===== config.mk =====
export PLATFORM = sky130hd
export DESIGN_NAME = cache_line_mem_unit
export DESIGN_NICKNAME = d
export VERILOG_FILES = /design/src/rtl/cache_line_mem_unit.sv
export SDC_FILE = /design/constraint.sdc
export NUM_CORES = 1
export LEC_CHECK = 0
export ABC_CLOCK_PERIOD_IN_PS = 2300
export BUFFER_PORTS_ARGS = -buffer_cell sky130_fd_sc_hd__clkbuf_2
export CAP_MARGIN = 20
export CORE_AREA = 2 2 278 280
export DETAILED_ROUTE_END_ITERATION = 12
export DIE_AREA = 0 0 280 282
export PLACE_DENSITY = 0.66
export SETUP_SLACK_MARGIN = 0.1
export SLEW_MARGIN = 20
export SYNTH_ARGS = -nofsm -noshare
export SYNTH_HDL_FRONTEND = slang
export SYNTH_SLANG_ARGS = --single-unit

===== constraint.sdc =====
create_clock -name clk -period 2.3 [get_ports clk]
set_clock_uncertainty 0.2 [all_clocks]
set_input_delay 0.115 -clock clk [delete_from_list [all_inputs] [get_ports clk]]
set_output_delay 0.115 -clock clk [all_outputs]
set_load 0.01 [all_outputs]

===== src/rtl/cache_line_mem_unit.sv =====
// Memory-side line engine: turns one cache-line refill/writeback into per-word memory requests.
// Optional build macro CACHE_LINE_MEM_UNIT_CRITICAL_WORD_FIRST_EN starts issue at line_req_word.
module cache_line_mem_unit #(
  parameter int unsigned WORDS_PER_LINE  = 16,
  parameter int unsigned MAX_OUTSTANDING = 4,
  parameter int unsigned ADDR_W          = 32
) (
  input  logic                           clk,
  input  logic                           reset,
  input  logic                           line_req_val,
  output logic                           line_req_rdy,
  input  logic                           line_req_wb,
  input  logic [ADDR_W-7:0]              line_req_addr,
  input  logic [$clog2(WORDS_PER_LINE)-1:0] line_req_word,
  input  logic [32*WORDS_PER_LINE-1:0]   line_req_wdata,
  output logic                           memreq_val,
  input  logic                           memreq_rdy,
  output logic [2:0]                     memreq_type,
  output logic [7:0]                     memreq_opaque,
  output logic [ADDR_W-1:0]              memreq_addr,
  output logic [1:0]                     memreq_len,
  output logic [31:0]                    memreq_data,
  input  logic                           memresp_val,
  output logic                           memresp_rdy,
  input  logic [7:0]                     memresp_opaque,
  input  logic [31:0]                    memresp_data,
  output logic                           fill_val,
  output logic [$clog2(WORDS_PER_LINE)-1:0] fill_idx,
  output logic [31:0]                    fill_data,
  output logic                           line_resp_val,
  input  logic                           line_resp_rdy
);

  localparam int unsigned IDX_W   = $clog2(WORDS_PER_LINE);
  localparam int unsigned CNT_W   = IDX_W + 1;
  localparam int unsigned LADDR_W = ADDR_W - 6;
  localparam int unsigned DATA_W  = 32 * WORDS_PER_LINE;

  typedef enum logic [1:0] {S_IDLE, S_ISSUE, S_DRAIN, S_DONE} state_t;

  state_t              r_state;
  state_t              w_state_nxt;
  logic                r_wb;
  logic [LADDR_W-1:0]  r_addr;
  logic [DATA_W-1:0]   r_wdata;
  logic [CNT_W-1:0]    r_issue_cnt;
  logic [CNT_W-1:0]    r_resp_cnt;
  logic [CNT_W-1:0]    r_outstanding;
  logic                r_fill_val;
  logic [IDX_W-1:0]    r_fill_idx;
  logic [31:0]         r_fill_data;
  logic [IDX_W-1:0]    w_start;
  logic [IDX_W-1:0]    w_idx;
  logic                w_accept;
  logic                w_req_fire;
  logic                w_resp_fire;
  logic                w_unused;

`ifdef CACHE_LINE_MEM_UNIT_CRITICAL_WORD_FIRST_EN
  logic [IDX_W-1:0]    r_start;

  always_ff @(posedge clk or negedge reset) begin
    if (!reset)        r_start <= '0;
    else if (w_accept) r_start <= line_req_word;
  end

  assign w_start  = r_start;
  assign w_unused = ^memresp_opaque[7:IDX_W];
`else
  assign w_start  = '0;
  assign w_unused = ^{line_req_word, memresp_opaque[7:IDX_W]};
`endif

  // Issue index wraps naturally in IDX_W bits.
  assign w_idx       = w_start + r_issue_cnt[IDX_W-1:0];
  assign w_accept    = line_req_val & line_req_rdy;
  assign w_req_fire  = memreq_val & memreq_rdy;
  assign w_resp_fire = memresp_val & memresp_rdy;

  assign memreq_type   = r_wb ? 3'd1 : 3'd0;
  assign memreq_opaque = 8'(w_idx);
  assign memreq_addr   = ADDR_W'({r_addr, w_idx, 2'b00});
  assign memreq_len    = 2'd0;
  assign memreq_data   = r_wb ? r_wdata[{w_idx, 5'd0} +: 32] : 32'd0;
  assign fill_val      = r_fill_val;
  assign fill_idx      = r_fill_idx;
  assign fill_data     = r_fill_data;

  always_ff @(posedge clk or negedge reset) begin
    if (!reset) r_state <= S_IDLE;
    else        r_state <= w_state_nxt;
  end

  always_comb begin
    w_state_nxt   = r_state;
    line_req_rdy  = 1'b0;
    memreq_val    = 1'b0;
    memresp_rdy   = 1'b0;
    line_resp_val = 1'b0;
    case (r_state)
      S_IDLE: begin
        line_req_rdy = 1'b1;
        if (line_req_val) w_state_nxt = S_ISSUE;
      end
      S_ISSUE: begin
        memreq_val  = (r_outstanding < CNT_W'(MAX_OUTSTANDING));
        memresp_rdy = (r_outstanding != '0);
        if (memreq_val && memreq_rdy && (r_issue_cnt == CNT_W'(WORDS_PER_LINE - 1)))
          w_state_nxt = S_DRAIN;
      end
      S_DRAIN: begin
        memresp_rdy = (r_outstanding != '0);
        // Last fill strobe is already out when resp_cnt is seen full.
        if (r_resp_cnt == CNT_W'(WORDS_PER_LINE)) w_state_nxt = S_DONE;
      end
      S_DONE: begin
        line_resp_val = 1'b1;
        if (line_resp_rdy) w_state_nxt = S_IDLE;
      end
      default: w_state_nxt = S_IDLE;
    endcase
  end

  always_ff @(posedge clk or negedge reset) begin
    if (!reset) begin
      r_wb          <= 1'b0;
      r_addr        <= '0;
      r_wdata       <= '0;
      r_issue_cnt   <= '0;
      r_resp_cnt    <= '0;
      r_outstanding <= '0;
      r_fill_val    <= 1'b0;
      r_fill_idx    <= '0;
      r_fill_data   <= '0;
    end else begin
      r_fill_val <= w_resp_fire & ~r_wb;
      if (w_resp_fire) begin
        r_fill_idx  <= memresp_opaque[IDX_W-1:0];
        r_fill_data <= memresp_data;
      end
      if (w_accept) begin
        r_wb          <= line_req_wb;
        r_addr        <= line_req_addr;
        r_wdata       <= line_req_wdata;
        r_issue_cnt   <= '0;
        r_resp_cnt    <= '0;
        r_outstanding <= '0;
      end else begin
        if (w_req_fire)  r_issue_cnt <= r_issue_cnt + CNT_W'(1);
        if (w_resp_fire) r_resp_cnt  <= r_resp_cnt + CNT_W'(1);
        case ({w_req_fire, w_resp_fire})
          2'b10:   r_outstanding <= r_outstanding + CNT_W'(1);
          2'b01:   r_outstanding <= r_outstanding - CNT_W'(1);
          default: r_outstanding <= r_outstanding;
        endcase
      end
    end
  end

endmodule

== Word-level counts from Yosys, hierarchy flattened ==
Cells that the tools add are included.
Storage, ports and cells
  flip-flop bits (word level): 593
  bits of input ports: 589
  logic and storage cells: 58
Operators by class
  add/sub/neg operators: 4
  order comparisons: 1
  equality and inequality tests: 11
  shift-type cells: 1
  multiplexer cells: 17
  bitwise logic cells: 5
  reductions and logical operators: 9
Operator list (count)
  variable part select 512 x 10 -> 32 bit: 1
  two-way mux 32 bit: 1
  two-way mux 5 bit: 5
  adder 5 x 1 -> 5 bit (second input constant): 3
  one-hot mux 5 bit (2 select lines): 1
  two-way mux 2 bit: 4
  inequality test 2 bit (second input constant): 4
  one-hot mux 2 bit (4 select lines): 1
  == test 2 bit (second input constant): 3
  == test 5 x 4 -> 1 bit (second input constant): 1
  == test 5 bit (second input constant): 1
  less-than comparator 5 x 3 -> 1 bit (second input constant): 1
  two-way mux 1 bit: 5
  nonzero test 5 bit: 1
  subtractor 5 x 1 -> 5 bit (second input constant): 1
  AND 1 bit: 4
  == test 2 x 1 -> 1 bit (second input constant): 2
  AND reduction 4 bit: 1
  nonzero test 2 bit: 2
  nonzero test 3 bit: 1
  logical AND 1 bit: 2
  zero test 2 bit: 1
  OR reduction 2 bit: 1
  inverter 1 bit: 1

== Depth between registers and ports, before layout ==
  word-level depth: 7
  depth in mapped cells: 12
  depth with buffers taken out: 12

== Worst setup path before layout ==
No wires, ideal clock.
  path kind: register -> register
  start point: register r_state[0]
  end point: register r_outstanding[4]
  library setup time: 0.079 ns
  arrival time: 2.262 ns
  slack: -0.242 ns
  cell stages (with the launch flop): 13
  period minus slack after synthesis: 2.542 ns
  path through: dfrtp_1 > inv_1 > ha_1 > nand2_1 > a21oi_4 > nand2_1 > inv_1 > ha_1 > nor2b_1 > o21ai_0 > a211oi_1 > a31oi_1 > mux2i_1
On the way
  cells in the longest elaborated chain, start to end: 7
  elaborated cells between the ends (all ways): 15
Ends and longest elaborated chain
  start: declaration: RTL line 41  | state_t r_state;
  start signal: assignment: RTL line 91  | else r_state <= w_state_nxt;
  == test 2 bit or == test 2 x 1 -> 1 bit (tied branches): RTL line 100  | case (r_state)
  OR reduction 2 bit (no line)
  two-way mux 1 bit
  AND 1 bit: RTL line 78  | assign w_resp_fire = memresp_val & memresp_rdy;
  == test 2 x 1 -> 1 bit or == test 2 bit (tied branches): RTL line 151  | case ({w_req_fire, w_resp_fire})
  one-hot mux 5 bit (2 select lines): RTL line 151
  two-way mux 5 bit: RTL line 141  | if (w_accept) begin
  end signal: assignment: RTL line 152  | 2'b10: r_outstanding <= r_outstanding + CNT_W'(1);
  end signal: assignment: RTL line 153  | 2'b01: r_outstanding <= r_outstanding - CNT_W'(1);
  end signal: assignment: RTL line 154  | default: r_outstanding <= r_outstanding;
  end: declaration: RTL line 48  | logic [CNT_W-1:0] r_outstanding;
Several ways; a longest one is shown, not always the timed one.
A chain may end at the register's enable or synchronous reset.

== Worst setup path after layout ==
  start point: register r_issue_cnt[0]
  end point: output memreq_data[9]
On the way
  cells in the longest elaborated chain, start to end: 2
Ends and longest elaborated chain
  start: declaration: RTL line 46  | logic [CNT_W-1:0] r_issue_cnt;
  start signal: assignment: RTL line 149  | if (w_req_fire) r_issue_cnt <= r_issue_cnt + CNT_W'(1);
  variable part select 512 x 10 -> 32 bit: RTL line 84  | assign memreq_data = r_wb ? r_wdata[{w_idx, 5'd0} +: 32] : 32'd0;
  two-way mux 32 bit: RTL line 84
  end: declaration: RTL line 22  | output logic [31:0] memreq_data,
Every way passes these cells.

==> results_dict.tcl <==
set metrics [dict create \
    synth-adder-area-share_pct 0.587 \
    worst-path-buf-inv 3 \
    multi_input_area_um2 11400 \
    syn-instance-count 2893 \
    critical_path.cell_chain "buf_12 -> buf_16 -> mux4_2 -> nor2b_1 -> o21ai_1 -> nand2_1 -> clkbuf_2" \
    numCtsBuffers 68 \
    slew_viol_final 0 \
    crit_cells 7 \
    chipHeight_um 282 \
    crit_type "reg2out" \
    synth_xor_xnor_area_share_pct 0.354 \
    start_util_pct 35.5 \
    num_io_pins 707 \
    first_global_vias 27700 \
    failed_checks "setup timing" \
    antenna_found_initial 18 \
    clkSinkCount 593 \
    cp.arrival_ns 2.63 \
    place_congestion 0.877 \
    core.rowCount 101 \
    hpwlAfterDp_um 68300 \
    hold_class "in2reg" \
    place_ws_ns -0.0815 \
    vias 26300 \
    area_growth_pct 54.0 \
    hold_violations 0 \
    synth_area_per_cell_um2 9.28 \
    ys_seq_area_share_pct 55.3 \
    reg2regPathDepth 9 \
    cp_slowest_cell "mux4_2" \
    drt_iter0_markers 2400 \
    fin_area_um2 41300 \
    setup_slack_ns -0.640 \
    placed_cells 4500 \
    htree_levels 3 \
    cp_max_fo 14 \
    period_share_pct 128 \
    netlist_area_um2 26800 \
    dpl_cell_area_um2 32200 \
    drive_gt1_share_pct 28.4 \
    ys_warn_count 0 \
    synth_compound_area_share_pct 2.63 \
    grt_usage_pct 26.3 \
    final_antenna_net_count 0 \
    reg2reg_slack_ns -0.30 \
    worstSetupStartpoint "r_issue_cnt[0]" \
    clockBufferDepth 3 \
    final_util_pct 54.6 \
    slowest_delay_ns 0.59 \
    rsz0062_at_grt "yes" \
    fin_cells 5271 \
    status "finished with violations" \
    crit_required_ns 1.99 \
    endpoint "memreq_data[9]" \
    overflow 0 \
    setup_violations 35 \
    die_x_um 280 \
    die-area_um2 79000 \
    clk_latency_ns 0.60 \
    min-delay-start "line_req_wdata[428]" \
    clkTransAtPathRegs_ns 0.06 \
    clockRootBuffer "clkbuf_16" \
    drc 0 \
    first_pass_iters 5 \
    yosys-mux-area-fraction_pct 12.4 \
    grt_max_degree 74 \
    drt-total-wl_um 107000 \
    ys_ff_latch 593 \
    cp-start-kind "register" \
    reg2reg_to "r_state[1]" \
    regArea_um2 14800 \
    r2r_start "r_issue_cnt[0]" \
    slew-limit-headroom_pct 62.5 \
    drv_cap 0 \
    min_path_cells 4 \
    cts_tree "yes" \
    crit_path_end_kind "output port" \
    peakVddDrop_mv 0.702 \
    leakagePower_nw 21.3 \
    fin_nets 4832 \
    critical-path-top-delay-family "multiplexers" \
    final.min_clock_period_ns 2.94 \
    grt_pass1_wl_um 159000 \
    fill_cells 6101 \
    fmaxAchievable_mhz 340 \
    synth_cell_types 39 \
    portBuffers 688 \
    worst-slew-pin-transition_ns 0.563 \
    core_um2 75700 \
    yosys.area_share.simple_pct 25.1 \
    synth_top_family_by_area "simple AND/OR/NAND/NOR gates" \
    wl_per_cell_um 20.2 \
    power.density_nw_per_um2 1190 \
    vias_per_cell 5.00 \
    whs_ns 0.0347 \
]
==> logic make-up (layout without fill, tap and decap cells) <==
group / count (synthesis) / in the layout
compound gates: 111 / 111
xor+xnor: 10 / 10
fa+ha+maj: 12 / 12
buf+inv: 205 / 1586
flops: 593 / 593
mux: 199 / 199
other cells: 1 / 20
simple gates: 1762 / 1762
==> layout make-up <==
cell class,count,share of cell area (%)
timing repair buffer,1453,27.8
inverter,11,0.106
clock inverter,23,0.766
clock buffer,99,4.84
sequential,593,35.9
tap,978,2.96
multi-input combinational,2104,27.6
antenna,10,0.0605
==> synthesized netlist by cell type <==
cell	number	share of area, %
a211oi_1	3	0.084
a21boi_0	1	0.028
a21o_1	1	0.028
a21oi_1	4	0.075
a21oi_4	1	0.061
a221o_1	1	0.037
a22oi_1	32	0.89
a31oi_1	1	0.023
and2_1	2	0.047
and3_1	2	0.047
buf_1	4	0.056
buf_2	46	0.86
buf_4	24	0.67
buf_6	8	0.34
clkbuf_1	112	1.6
conb_1	1	0.014
dfrtp_1	593	55
fa_1	1	0.075
ha_1	11	0.51
inv_1	11	0.15
mux2_2	99	4.2
mux2_4	2	0.11
mux2i_1	2	0.075
mux4_2	96	8.1
nand2_1	1661	23
nand2b_1	3	0.070
nand3_1	4	0.075
nand4_1	3	0.070
nor2_1	48	0.67
nor2_2	1	0.023
nor2b_1	35	0.82
nor3_1	2	0.037
nor3_2	1	0.037
o21ai_0	26	0.48
o21ai_1	8	0.15
o22ai_1	33	0.77
xnor2_1	4	0.13
xnor2_2	1	0.061
xor2_1	5	0.16
==> worst reg2reg max path: stages (launching register included) <==
cell and delay (ns):
dfrtp_4 0.54, buf_4 0.19, clkbuf_16 0.19, buf_4 0.17, ha_1 0.20, and3_1 0.18
ha_1 0.21, nand3_1 0.08, a221o_1 0.19, mux2_2 0.34
==> where the power goes <==
part           switching [mW]  internal, mW  total (mW)
combinational            10.1          9.34        19.4
clock                    4.60          6.75        11.4
sequential               2.94          15.3        18.2
total                    17.7          31.4        49.0
==> how the worst min path moves through the flow <==
| stage | to | slack (ns) |
|---|---|---|
| 3_5_place_dp | r_wdata[226] | -0.08 |
| 2_1_floorplan | fill_data[0] | -0.38 |
| 3_3_place_gp | r_wdata[226] | -0.08 |
| 5_1_grt | r_wdata[238] | 0.04 |
| 6_report | r_wdata[428] | 0.03 |
| 4_1_cts | r_wdata[93] | 0.0003 |
==> state kept, by name, indices dropped and copies added (netlist names) <==
signal	cells
r_wdata	512
fill_data	32
r_addr	26
r_issue_cnt	5
r_outstanding	5
r_resp_cnt	5
fill_idx	4
r_state	2
fill_val	1
r_wb	1
==> routing by layer <==
metal / global-route usage, % / part of all wire [%]
met5: 0 / 0.075
met1: 34.4 / 41
met4: 12.9 / 4.8
met2: 41.7 / 46
met3: 5.72 / 7.7
==> cells in the final DEF, fill, tap and decap left out, types with 15 or more instances in the layout <==
| cell type | count |
|---|---|
| buf_12 | 46 |
| clkbuf_1 | 15 |
| mux2_2 | 99 |
| buf_4 | 96 |
| nand2_1 | 1655 |
| clkbuf_2 | 682 |
| a22oi_1 | 23 |
| nor2_1 | 38 |
| dfrtp_1 | 590 |
| o21ai_1 | 29 |
| dlygate4sd3_1 | 610 |
| o22ai_2 | 15 |
| mux4_2 | 96 |
| clkbuf_8 | 15 |
| clkbuf_16 | 73 |
| o22ai_1 | 17 |
| nor2b_1 | 31 |
==> repair_timing <==
item                                   in CTS  in global routing
gates resized for setup                    29                 82
endpoints found under the hold margin    1176                  0
hold buffers                              611                  0
gates cloned                                0                  3
pin swaps                                   9                 11
setup buffers                               3                 22
setup endpoints to repair                  39                 43
==> per-stage QoR <==
| step | TNS [ns] | power (mW) |
|---|---|---|
| 6_report | -18.44 | 49.0 |
| 5_1_grt | -22.14 | 51.9 |
| 4_1_cts | -19.72 | 47.7 |
| 3_5_place_dp | -0.352 | 35.0 |
| 3_3_place_gp | -0.408 | 34.5 |
| 2_1_floorplan | -0.116 | 28.5 |
Power figures use the tool's default switching activity.
